**config.mk**
```make
export PLATFORM = sky130hd
export DESIGN_NAME = tradeoff_w_loader
export DESIGN_NICKNAME = d
export VERILOG_FILES = /design/src/rtl/tradeoff_w_loader.sv
export SDC_FILE = /design/constraint.sdc
export NUM_CORES = 1
export LEC_CHECK = 0
export BUFFER_PORTS_ARGS = -buffer_cell sky130_fd_sc_hd__buf_2
export CELL_PAD_IN_SITES_DETAIL_PLACEMENT = 1
export CELL_PAD_IN_SITES_GLOBAL_PLACEMENT = 1
export CORE_ASPECT_RATIO = 1.2
export CORE_MARGIN = 5
export CORE_UTILIZATION = 36
export CTS_CLUSTER_SIZE = 25
export DETAILED_ROUTE_END_ITERATION = 10
export PLACE_DENSITY = 0.76
export SLEW_MARGIN = 10
export SYNTH_ARGS = -nofsm -noshare
export SYNTH_HDL_FRONTEND = slang
export SYNTH_SLANG_ARGS = --single-unit
```
**constraint.sdc**
```tcl
create_clock -name clk -period 3.6 [get_ports clk]
set_input_delay 0 -clock clk [delete_from_list [all_inputs] [get_ports clk]]
set_output_delay 0 -clock clk [all_outputs]
set_load 0.01 [all_outputs]
```
**src/rtl/tradeoff_w_loader.sv**
```systemverilog
// Feeds the tradeoff solver: assembles W from a byte stream, waits for found,
// and returns the captured N (or a timeout marker) over a valid/ready result port.
module tradeoff_w_loader #(
  parameter int W_BITS  = 69,
  parameter int N_BITS  = 53,
  parameter int SETTLE  = 2,
  parameter int TIMEOUT = 1024
) (
  input  logic              clk,
  input  logic              rst,
  input  logic [7:0]        in_data,
  input  logic              in_valid,
  output logic              in_ready,
  output logic [W_BITS-1:0] w_out,
  input  logic              found_in,
  input  logic [N_BITS-1:0] n_in,
  output logic [N_BITS-1:0] res_data,
  output logic              res_timeout,
  output logic              res_valid,
  input  logic              res_ready,
  output logic              busy
);

  // Handshakes: a transfer happens on a rising edge where valid && ready are
  // both high; the sender holds data stable until that edge.
  localparam int NBYTES = (W_BITS + 7) / 8;
  localparam int IDX_W  = $clog2(NBYTES);
  localparam int CNT_W  = $clog2(TIMEOUT) + 1;

  typedef enum logic [1:0] {S_COLLECT, S_SETTLE, S_WAIT, S_RESULT} state_t;

  state_t             state;
  logic [IDX_W-1:0]   byte_idx;
  logic [CNT_W-1:0]   cnt;
  logic [W_BITS-1:0]  w_next;

  // Overlay the incoming byte on its lane; bits beyond W_BITS are dropped.
  always_comb begin
    w_next = w_out;
    for (int i = 0; i < W_BITS; i++) begin
      if (byte_idx == IDX_W'(i / 8)) w_next[i] = in_data[i % 8];
    end
  end

  always_ff @(posedge clk or posedge rst) begin
    if (rst) begin
      state       <= S_COLLECT;
      byte_idx    <= '0;
      cnt         <= '0;
      w_out       <= '0;
      res_data    <= '0;
      res_timeout <= 1'b0;
      res_valid   <= 1'b0;
      busy        <= 1'b0;
      in_ready    <= 1'b1;
    end else begin
      case (state)
        S_COLLECT: begin
          if (in_valid && in_ready) begin
            w_out <= w_next;
            if (byte_idx == IDX_W'(NBYTES - 1)) begin
              state    <= S_SETTLE;
              in_ready <= 1'b0;
              busy     <= 1'b1;
              cnt      <= '0;
            end else begin
              byte_idx <= byte_idx + 1'b1;
            end
          end
        end
        // found may still reflect the previous W here, so it is not looked at.
        S_SETTLE: begin
          if (cnt == CNT_W'(SETTLE - 1)) begin
            state <= S_WAIT;
            cnt   <= '0;
          end else begin
            cnt <= cnt + 1'b1;
          end
        end
        S_WAIT: begin
          if (found_in) begin
            res_data    <= n_in;
            res_timeout <= 1'b0;
            res_valid   <= 1'b1;
            busy        <= 1'b0;
            state       <= S_RESULT;
          end else if (cnt == CNT_W'(TIMEOUT - 1)) begin
            res_data    <= '0;
            res_timeout <= 1'b1;
            res_valid   <= 1'b1;
            busy        <= 1'b0;
            state       <= S_RESULT;
          end else begin
            cnt <= cnt + 1'b1;
          end
        end
        S_RESULT: begin
          if (res_valid && res_ready) begin
            res_valid <= 1'b0;
            byte_idx  <= '0;
            in_ready  <= 1'b1;
            state     <= S_COLLECT;
          end
        end
        default: state <= S_COLLECT;
      endcase
    end
  end

endmodule

```
After elaboration in Yosys (flattened, before gate mapping) --
Cells that the tools add are included.
Storage, ports and cells: input port bits 66, register bits after elaboration 143, word-level logic and storage cells 98, output and inout bits 126
Cells by class: multiplexer cells 33, eq/ne operators 21, add/subtract/negate cells 2, reduce and logical (&&, ||, !) cells 25
Operators by type and width (number):
- 53-bit two-way mux | 2
- 11-bit two-way mux | 5
- 11-bit case mux with 3 select lines | 1
- 3-bit AND reduction | 10
- 4-bit by 3-bit == test with 1-bit output (second input constant) | 4
- 2-bit inequality test (second input constant) | 7
- 2-bit two-way mux | 6
- 4-bit two-way mux | 3
- 4-bit AND reduction | 3
- 11-bit by 1-bit adder with 11-bit output (second input constant) | 1
- 11-bit by 1-bit == test with 1-bit output (second input constant) | 1
- 11-bit by 10-bit == test with 1-bit output (second input constant) | 1
- 1-bit two-way mux | 11
- 5-bit AND reduction | 2
- 4-bit by 2-bit == test with 1-bit output (second input constant) | 2
- 2-bit case mux with 4 select lines | 1
- 4-bit case mux with 2 select lines | 1
- 2-bit nonzero test | 4
- 1-bit case mux with 2 select lines | 3
- 4-bit by 1-bit adder with 4-bit output (second input constant) | 1
- 2-bit == test (second input constant) | 2
- 4-bit by 1-bit == test with 1-bit output (second input constant) | 1
- 4-bit == test (second input constant) | 1
- 4-bit zero test | 1
- 6 further kinds | 7

Longest topological paths before layout --
Gate-level depths: netlist of run 1.
depth after elaboration 4, depth in mapped cells 7, gate-level depth less buffers 7

Least setup slack after synthesis of run 1 --
OpenSTA, ideal clock, no wires.
path kind reg-to-reg, start reg cnt[1], end reg state[1], period minus slack after synthesis 2089 ps, setup slack 1511 ps, arrival time 1961 ps, buffers on the path 0, required time 3472 ps, setup time 128 ps, cell stages (with the launch flop) 8, path through dfrtp_1 -> inv_1 -> ha_1 -> or4b_4 -> o41ai_4 -> nand3_1 -> nor2_1 -> mux2_1
On the way: longest elaborated chain between the ends 3, elaborated cells between the ends (all ways) 5, classes of those cells eq/ne (4); reduce/logical (1)
RTL lines:
- from (decl) | line 34 | logic [CNT_W-1:0] cnt;
- from (signal assigned) | line 77 | cnt <= cnt + 1'b1;
- from (signal assigned) | line 94 | cnt <= cnt + 1'b1;
- 11-bit by 10-bit == test with 1-bit output or 11-bit by 1-bit == test with 1-bit output (tied branches) | line 87, 73
- 3-bit inequality test (no source line) or 2-bit inequality test (tied branches)
- 5-bit AND reduction (no source line) *
- to (signal assigned) | line 86 | state <= S_RESULT;
- to (signal assigned) | line 92 | state <= S_RESULT;
- to (signal assigned) | line 102 | state <= S_COLLECT;
- to (decl) | line 32 | state_t state;
Every way passes the cells marked *; elsewhere a longest branch is shown, timed or not. A chain may end at the register's enable or synchronous reset.

Final worst setup path of run 1 --
start reg cnt[0], end reg res_valid
On the way: longest elaborated chain between the ends 3
RTL lines:
- 11-bit by 10-bit == test with 1-bit output | line 87 | end else if (cnt == CNT_W'(TIMEOUT - 1)) begin
- 3-bit inequality test (no source line)
- 3-bit AND reduction (no source line)
- to (signal assigned) | line 84 | res_valid <= 1'b1;
- to (signal assigned) | line 90 | res_valid <= 1'b1;
- to (signal assigned) | line 99 | res_valid <= 1'b0;
- to (decl) | line 19 | output logic res_valid,
Every way passes these cells.

==> metrics.yaml, run 1 <==
wl_um: 18800
ir_drop_v: 0.000335
ys_warn_count: 0
critPathLaunchType: "flip-flop"
switchingPower_mw: 0.769
path_buf_inv: 1
swShare_pct: 20.9
synth.distinct_cells: 44
maxSlewHeadroom_pct: 46.5
die_w_um: 125
grt_pass1_vias: 5203
cts.sinks: 143
dr.pass1.iters: 5
vias: 4600
synth-seq-area-share_pct: 62.2
worstSetupStartpoint: "cnt[0]"
layout.nets: 754
synthArstFlopShare_pct: 100
crit_arrival_ps: 3030
clk_latency_ps: 420
clkPwrFrac_pct: 52.5
row_count: 50
grt_antenna_before_repair: 0
final.min_clock_period_ps: 2730
overflow: 0
critPathMaxFanout: 6
htreeDepth: 4
globalplace.congestion: 0.781
fp.coreArea_um2: 15600
syn_to_final_growth_pct: 43.7
hold_start: "in_valid"
diodes: 0
synthTopCellsByArea: "dfrtp_1, mux2_2, a22o_1, ha_1, nand2_1"
cp_slowest_cell: "nor4_1"
drt_iter0_markers: 205
path_clk_slew_ps: 60
cts_buffers: 17
ys.flop_type: "dfrtp_1"
seq_power_share_pct: 43.6
hpwl_um: 12100
regToRegStartpoint: "cnt[0]"
cts.repair.resized: 0
drcViolationCount: 0
crit_cells: 7
min_path_type: "in2reg"
worstSetupPathType: "reg2reg"
maxCapViolations: 0
drive_gt1_share_pct: 44.1
synth_fp_nets: 490
synth_top_cell_area_share_pct: 61.8
fmax_mhz: 366
p_leak_nw: 4.42
rsz0062_at_grt: "no"
rr_worst_depth: 7
critPathMaxStageDelay_ps: 750
hold_depth: 5
seqCellArea_um2: 3580
combPwrFrac_pct: 3.8
final_max_slew_viol_count: 0
synth_seq_cells: 143
dieHeight_um: 148
avgRoutedWirePerCell_um: 20.9
internal_power_mw: 2.92
cts.path.max_buffers: 2
crit_path_cell_trace: "ha_1 -> nand3_1 -> nor4_1 -> nor3_1 -> o21ai_0 -> dlygate4sd3_1 -> o21ai_1"
synth_edf_count: 0
syn_inst: 413
end_kind: "flip-flop"
grt_max_degree: 77
synth_top_area_cell: "dfrtp_1"
period_share_pct: 75.9
cp_top_family: "simple AND/OR/NAND/NOR gates"
die_area_um2: 18600
syn_area_um2: 5750
grt_pass1_wl_um: 29700
start_util_pct: 36.8
finalHoldViolCount: 0
tightestPinTransition_ps: 795
power.total_mw: 3.68
ios: 192
status: "finished clean"
nFillCells: 1667
cts-root-buf: "clkbuf_16"
finalSetupTns_ps: 0
multiInputGateArea_um2: 2090
power_density_nw_per_um2: 446
setup_violations: 0
grtUsageTotal_pct: 20.4
cts_tree: "done"
required_ps: 3900
finClkSkew_ps: 8.94
vias_per_cell: 5.12
synth.avg_cell_area_um2: 13.9
ant_nets: 0
portBuffers: 191
[layout by cell type, fill, tap and decap left out, types with 2 or more instances in the layout]
cell	Yosys	final
buf_2	0	191
dfrtp_1	142	142
mux2_2	68	68
dlygate4sd3_1	0	65
a22o_1	60	60
nand2_1	17	17
clkbuf_16	0	17
nor2_1	14	14
ha_1	11	11
inv_1	11	10
o21ai_1	9	9
nand3_1	6	6
o21ai_0	6	6
nor3_1	5	5
bufinv_16	0	5
a21oi_1	5	4
and2_1	5	4
nor4_1	3	3
and3_1	3	3
clkinvlp_4	0	3
mux2_1	3	3
buf_4	0	3
nand4_1	2	2
or3_1	2	2
nor2b_1	2	2
a221o_1	2	2
clkbuf_1	14	2
clkinv_2	0	2
clkinv_4	0	2
inv_6	0	2
[metal layers]
layer / vias up / GRT usage, % / wire length, um
li1: 2052 / - / -
met1: 2397 / 22.5 / 7180
met2: 125 / 38.3 / 10500
met3: 26 / 4.45 / 678
met4: 0 / 7.70 / 398
met5: - / 0 / 0
[timing repair]
action                     4_1_cts  5_1_grt
hold buffers                    65        0
hold endpoints to repair       156        0
setup buffers                    0        0
setup endpoints to repair        0        0
[through the flow]
step / instances / hold slack (ps) / utilization [%] / cell area (um^2) / setup WS, ps
finish: 898 / 209 / 52.9 / 8270 / 868
global route: 898 / 257 / 52.9 / 8270 / 654
CTS: 898 / 190 / 52.9 / 8270 / 884
detailed placement: 801 / 158 / 44.6 / 6970 / 1140
global placement: 801 / 148 / 44.6 / 6970 / 1270
floorplan: 413 / 132 / - / 5760 / 1510
[state kept, by name, summed over array words and instances, names as in the netlist]
register	flops
res_timeout	1
w_out	69
cnt	11
state	2
res_data	53
busy	1
byte_idx	4
res_valid	1
in_ready	1
[cells in the mapped netlist, drive strengths merged, types with 6 or more instances]
cell and n:
nand3 6, clkbuf 14, nor2 15, o21ai 16, ha 11, inv 12, a22o 60, mux2 71
nand2 17, dfrtp 142
[power by group through the flow]
stage	sequential, mW	combinational, mW	clock [mW]
floorplan	1.64	0.0251	0
global placement	1.64	0.0817	0
detailed placement	1.64	0.0857	0
CTS	1.61	0.141	1.97
global route	1.61	0.156	2.05
finish	1.61	0.142	1.94
[tightest hold or removal path, cell delays in order]
cell and delay (ps):
buf_2 110, nand3_1 110, nor2b_1 110, mux2i_1 150, o21ai_0 90
[cells by family (layout without fill, tap and decap cells)]
logic type	Yosys count	after routing	synth area share, %
AOI/OAI and AO/OA	92	92	13.1
xor gates and xnor gates	1	1	0.152
adders and majority gates	11	11	2.39
buffers and inverters	27	304	1.76
DFF	143	143	62.2
muxes	72	72	14.1
and+or+nand+nor	67	67	6.31
[worst paths after layout]
path | endpoint | slack [ps]
hold reg to reg | res_data[4] | 500
max in group asynchronous | w_out[57] | 2450
hold / removal | byte_idx[1] | 210
setup reg to reg | res_valid | 870
min in group asynchronous | res_data[15] | 250
setup / recovery | res_valid | 870
[final cells by class]
type	instances	area share, %
Clock buffer	19	5.24
Inverter	12	0.590
Tap cell	208	3.15
Timing Repair Buffer	260	19.9
Multi-Input combinational cell	243	25.2
Sequential cell	143	43.3
Clock inverter	13	2.54
(Power assumes the default switching activity.)
==> run 2: changes to the inputs <==
Settings changed: CORE_UTILIZATION 36 to 40, PLACE_DENSITY 0.76 to 0.8.
Clock period 3.6 ns to 2.8 ns, I/O delays scaled along.
==> metrics.yaml, run 2 (synthesis results as in run 1) <==
start_util_pct: 40.4
rr_worst_depth: 6
regToRegSetupSlack_ps: 280
rsz0062_at_grt: "no"
vias: 4606
portBuffers: 191
layout_common_cells: "buf_2, dfrtp_1, mux2_2"
worstSetupStartpoint: "state[0]"
worstSetupPathType: "reg2reg"
maxSlewHeadroom_pct: 49.5
avgRoutedWirePerCell_um: 22.1
finalHoldViolCount: 0
p_leak_nw: 4.39
utilization_pct: 57.4
largest_reg_flops: 69
ios: 192
maxCapViolations: 0
critPathMaxFanout: 8
setup_violations: 0
globalplace.congestion: 0.803
dr.pass1.iters: 5
crit_end: "w_out[18]"
grtUsageTotal_pct: 23.1
layout.nets: 753
path_clk_slew_ps: 70
power_density_nw_per_um2: 555
grt_pass1_vias: 5311
min_path_type: "in2reg"
ir_drop_v: 0.000404
drt_iter0_markers: 186
r2r-end: "w_out[18]"
clk_latency_ps: 420
post_cts.repair.setup_buffers: 0
nFillCells: 1475
dieHeight_um: 141
fmax_mhz: 397
cts.sinks: 143
wl_um: 19100
top_register: "w_out"
status: "finished clean"
finalSetupTns_ps: 0
fin_ws_ps: 279
cts.repair.resized: 0
period_share_pct: 90.0
grt_max_degree: 144
critPathLaunchType: "flip-flop"
row_count: 48
htreeDepth: 4
vias_per_cell: 5.32
overflow: 0
grt_pass1_wl_um: 29900
cts.path.max_buffers: 2
end_kind: "flip-flop"
reg_top3: "w_out x69, res_data x53, cnt x11"
crit_arrival_ps: 2820
dp_slack_ps: 367
cts-root-buf: "clkbuf_16"
cts_tree: "done"
finClkSkew_ps: 15.5
die_area_um2: 16900
hpwl_um: 12100
final_max_slew_viol_count: 0
die_w_um: 119
fp.coreArea_um2: 14200
hold_start: "found_in"
tightestPinTransition_ps: 757
syn_to_final_growth_pct: 42.0
required_ps: 3100
ant_nets: 0
drcViolationCount: 0
final.min_clock_period_ps: 2520
drive_gt1_share_pct: 44.6
final_common_cell: "buf_2"
grt_antenna_before_repair: 2
cts_buffers: 17
regToRegStartpoint: "state[0]"
[run 2: cell type report]
class                   count  area, um^2  share of cell area, %
clock buffers              18         439                   5.37
inverters                  12        48.8                  0.597
well taps                 175         219                   2.68
flip-flops and latches    143        3580                   43.8
multi-input cells         243        2090                   25.5
diodes                      2        5.00                 0.0612
clock inverters            14         159                   1.94
repair buffers            259        1640                   20.0
[run 2: how the worst min path moves through the flow]
stage,to,slack [ps],depth (start not counted)
finish,res_valid,30,4
global route,busy,70,4
CTS,res_valid,20,4
detailed placement,res_data[12],230,2
global placement,res_data[39],220,2
floorplan,w_out[49],130,1
[run 2: power by group]
part	total (mW)	leakage [nW]	internal, mW	switching, mW
Clock	2.28	0.281	1.35	0.934
Combinational	0.183	2.12	0.0943	0.0889
Sequential	2.07	1.99	2.07	0
[run 2: layer usage]
layer  GRT usage [%]  part of all wire, %  vias up
li1                -                    -     2054
met1            25.1                   37     2376
met2            42.9                   56      138
met3            4.78                  3.7       38
met4            10.5                  3.7        0
met5               0                    0        -
[run 2: critical path, cell delays in order (launching register included)]
cell and delay [ps]:
dfrtp_1 430, inv_1 100, ha_1 280, inv_2 100, nor4_1 530, and2_1 540
mux2_2 400
[run 2: timing repair]
action / CTS / global route
endpoints found under the hold margin: 258 / 0
endpoints found under the setup margin: 0 / 0
hold buffers: 63 / 0
[run 2: metrics by stage]
| step | hold WS (ps) | power, mW | instance area, um^2 | cells |
|---|---|---|---|---|
| 2_1_floorplan | 132 | 2.14 | 5760 | 413 |
| 3_3_place_gp | 223 | 2.21 | 6940 | 769 |
| 3_5_place_dp | 230 | 2.21 | 6940 | 769 |
| 4_1_cts | 20.2 | 4.55 | 8170 | 864 |
| 5_1_grt | 65.2 | 4.69 | 8170 | 866 |
| 6_report | 31.5 | 4.53 | 8170 | 866 |
==> run 3: changes to the inputs <==
==> constraint.sdc (replaced) <==
create_clock -name clk -period 2.8 [get_ports clk]
set_input_delay 0.42 -clock clk [delete_from_list [all_inputs] [get_ports clk]]
set_output_delay 0.42 -clock clk [all_outputs]
set_load 0.01 [all_outputs]
==> metrics.yaml, run 3 (synthesis results as in run 1) <==
status: "finished clean"
top_register: "w_out"
grt_antenna_before_repair: 0
grt_pass1_wl_um: 26500
dpl-instance-area_um2: 6970
overflow: 0
drive_gt1_share_pct: 49.1
syn_to_final_growth_pct: 31.6
row_count: 48
end_kind: "flip-flop"
fmax_mhz: 412
ant_nets: 0
min_path_type: "in2async"
grtUsageTotal_pct: 20.2
cts_tree: "done"
start_util_pct: 40.4
post_cts.repair.setup_buffers: 0
drt_iter0_markers: 141
wl_um: 16700
final_cells: 802
rsz0062_at_grt: "no"
dr.pass1.iters: 4
critPathLaunchType: "flip-flop"
largest_reg_flops: 69
critPathMaxStageDelay_ps: 500
reg_top3: "w_out x69, res_data x53, cnt x11"
maxCapViolations: 0
fp.coreArea_um2: 14200
final.min_clock_period_ps: 2430
diodes: 0
hpwl_um: 12100
critPathMaxFanout: 8
cts-root-buf: "clkbuf_16"
ios: 192
die_w_um: 119
design_area_um2: 7570
nFillCells: 1507
finalSetupTns_ps: 0
whs_ps: 51.9
placedCellCount: 771
die_area_um2: 16900
maxSlewHeadroom_pct: 61.6
cts.sinks: 143
globalplace.congestion: 0.813
layout_common_cells: "buf_2, dfrtp_1, mux2_2"
finalHoldViolCount: 0
htreeDepth: 4
cp_slowest_cell: "nor4_1"
portBuffers: 191
dp_slack_ps: 405
vias_per_cell: 5.31
avgRoutedWirePerCell_um: 20.8
path_clk_slew_ps: 60
required_ps: 3100
cts.path.max_buffers: 2
vias: 4259
setup_violations: 0
grt_pass1_vias: 4838
dieHeight_um: 141
tightestPinTransition_ps: 576
cts.repair.resized: 0
finClkSkew_ps: 14.2
fin_ws_ps: 371
worstSetupPathType: "reg2reg"
power_density_nw_per_um2: 591
crit_path_cell_trace: "inv_1 -> ha_1 -> inv_2 -> nor4_1 -> and2_1 -> mux2_2"
layout.nets: 692
final_common_cell: "buf_2"
ir_drop_v: 0.000393
crit_arrival_ps: 2730
clk_latency_ps: 430
drcViolationCount: 0
grt_max_degree: 55
cts_hold_buffers: 0
cts_buffers: 17
final_max_slew_viol_count: 0
p_leak_nw: 4.15
period_share_pct: 86.7
==> run 3: final cells by class <==
type	instances	area (um^2)	share of cell area, %
Clock buffer	18	439	5.80
Clock inverter	13	165	2.18
Inverter	12	48.8	0.645
Multi-Input combinational cell	243	2090	27.5
Sequential cell	143	3580	47.3
Tap cell	175	219	2.89
Timing Repair Buffer	198	1030	13.7
==> run 3: where the power goes <==
| part | internal (mW) | leakage [nW] | switching (mW) |
|---|---|---|---|
| combinational | 0.0404 | 1.87 | 0.0702 |
| sequential | 2.07 | 1.99 | 0 |
| clock | 1.42 | 0.284 | 0.876 |
==> run 3: routing by layer <==
metal | share of wire [%] | vias up | global-route usage [%]
li1 | - | 1928 | -
met1 | 39 | 2172 | 22.9
met2 | 54 | 129 | 36.3
met3 | 4.0 | 30 | 5.18
met4 | 2.8 | 0 | 8.02
met5 | 0 | - | 0
==> run 3: final timing paths <==
| check | start | to | slack, ps | depth (start not counted) |
|---|---|---|---|---|
| max | state[0] | w_out[9] | 370 | 6 |
| min | rst | res_data[41] | 50 | 2 |
| max reg2reg | state[0] | w_out[9] | 370 | 6 |
| min reg2reg | res_data[43] | res_data[43] | 490 | 1 |
| max in group asynchronous | rst | w_out[11] | 2050 | 3 |
| min in group clk | n_in[15] | res_data[15] | 220 | 2 |
==> run 3: worst max-delay path, delay by kind of cell (launching register included) <==
kind	cells	cell delay [ps]
simple gates	2	990
flops	1	420
mux	1	400
fa+ha+maj	1	280
buf+inv	2	200
==> run 3: stage by stage <==
step                util, %  power (mW)
global route           53.2        4.65
finish                 53.2        4.47
detailed placement     48.9        2.22
global placement       48.9        2.21
floorplan                 -        2.14
CTS                    53.2        4.54
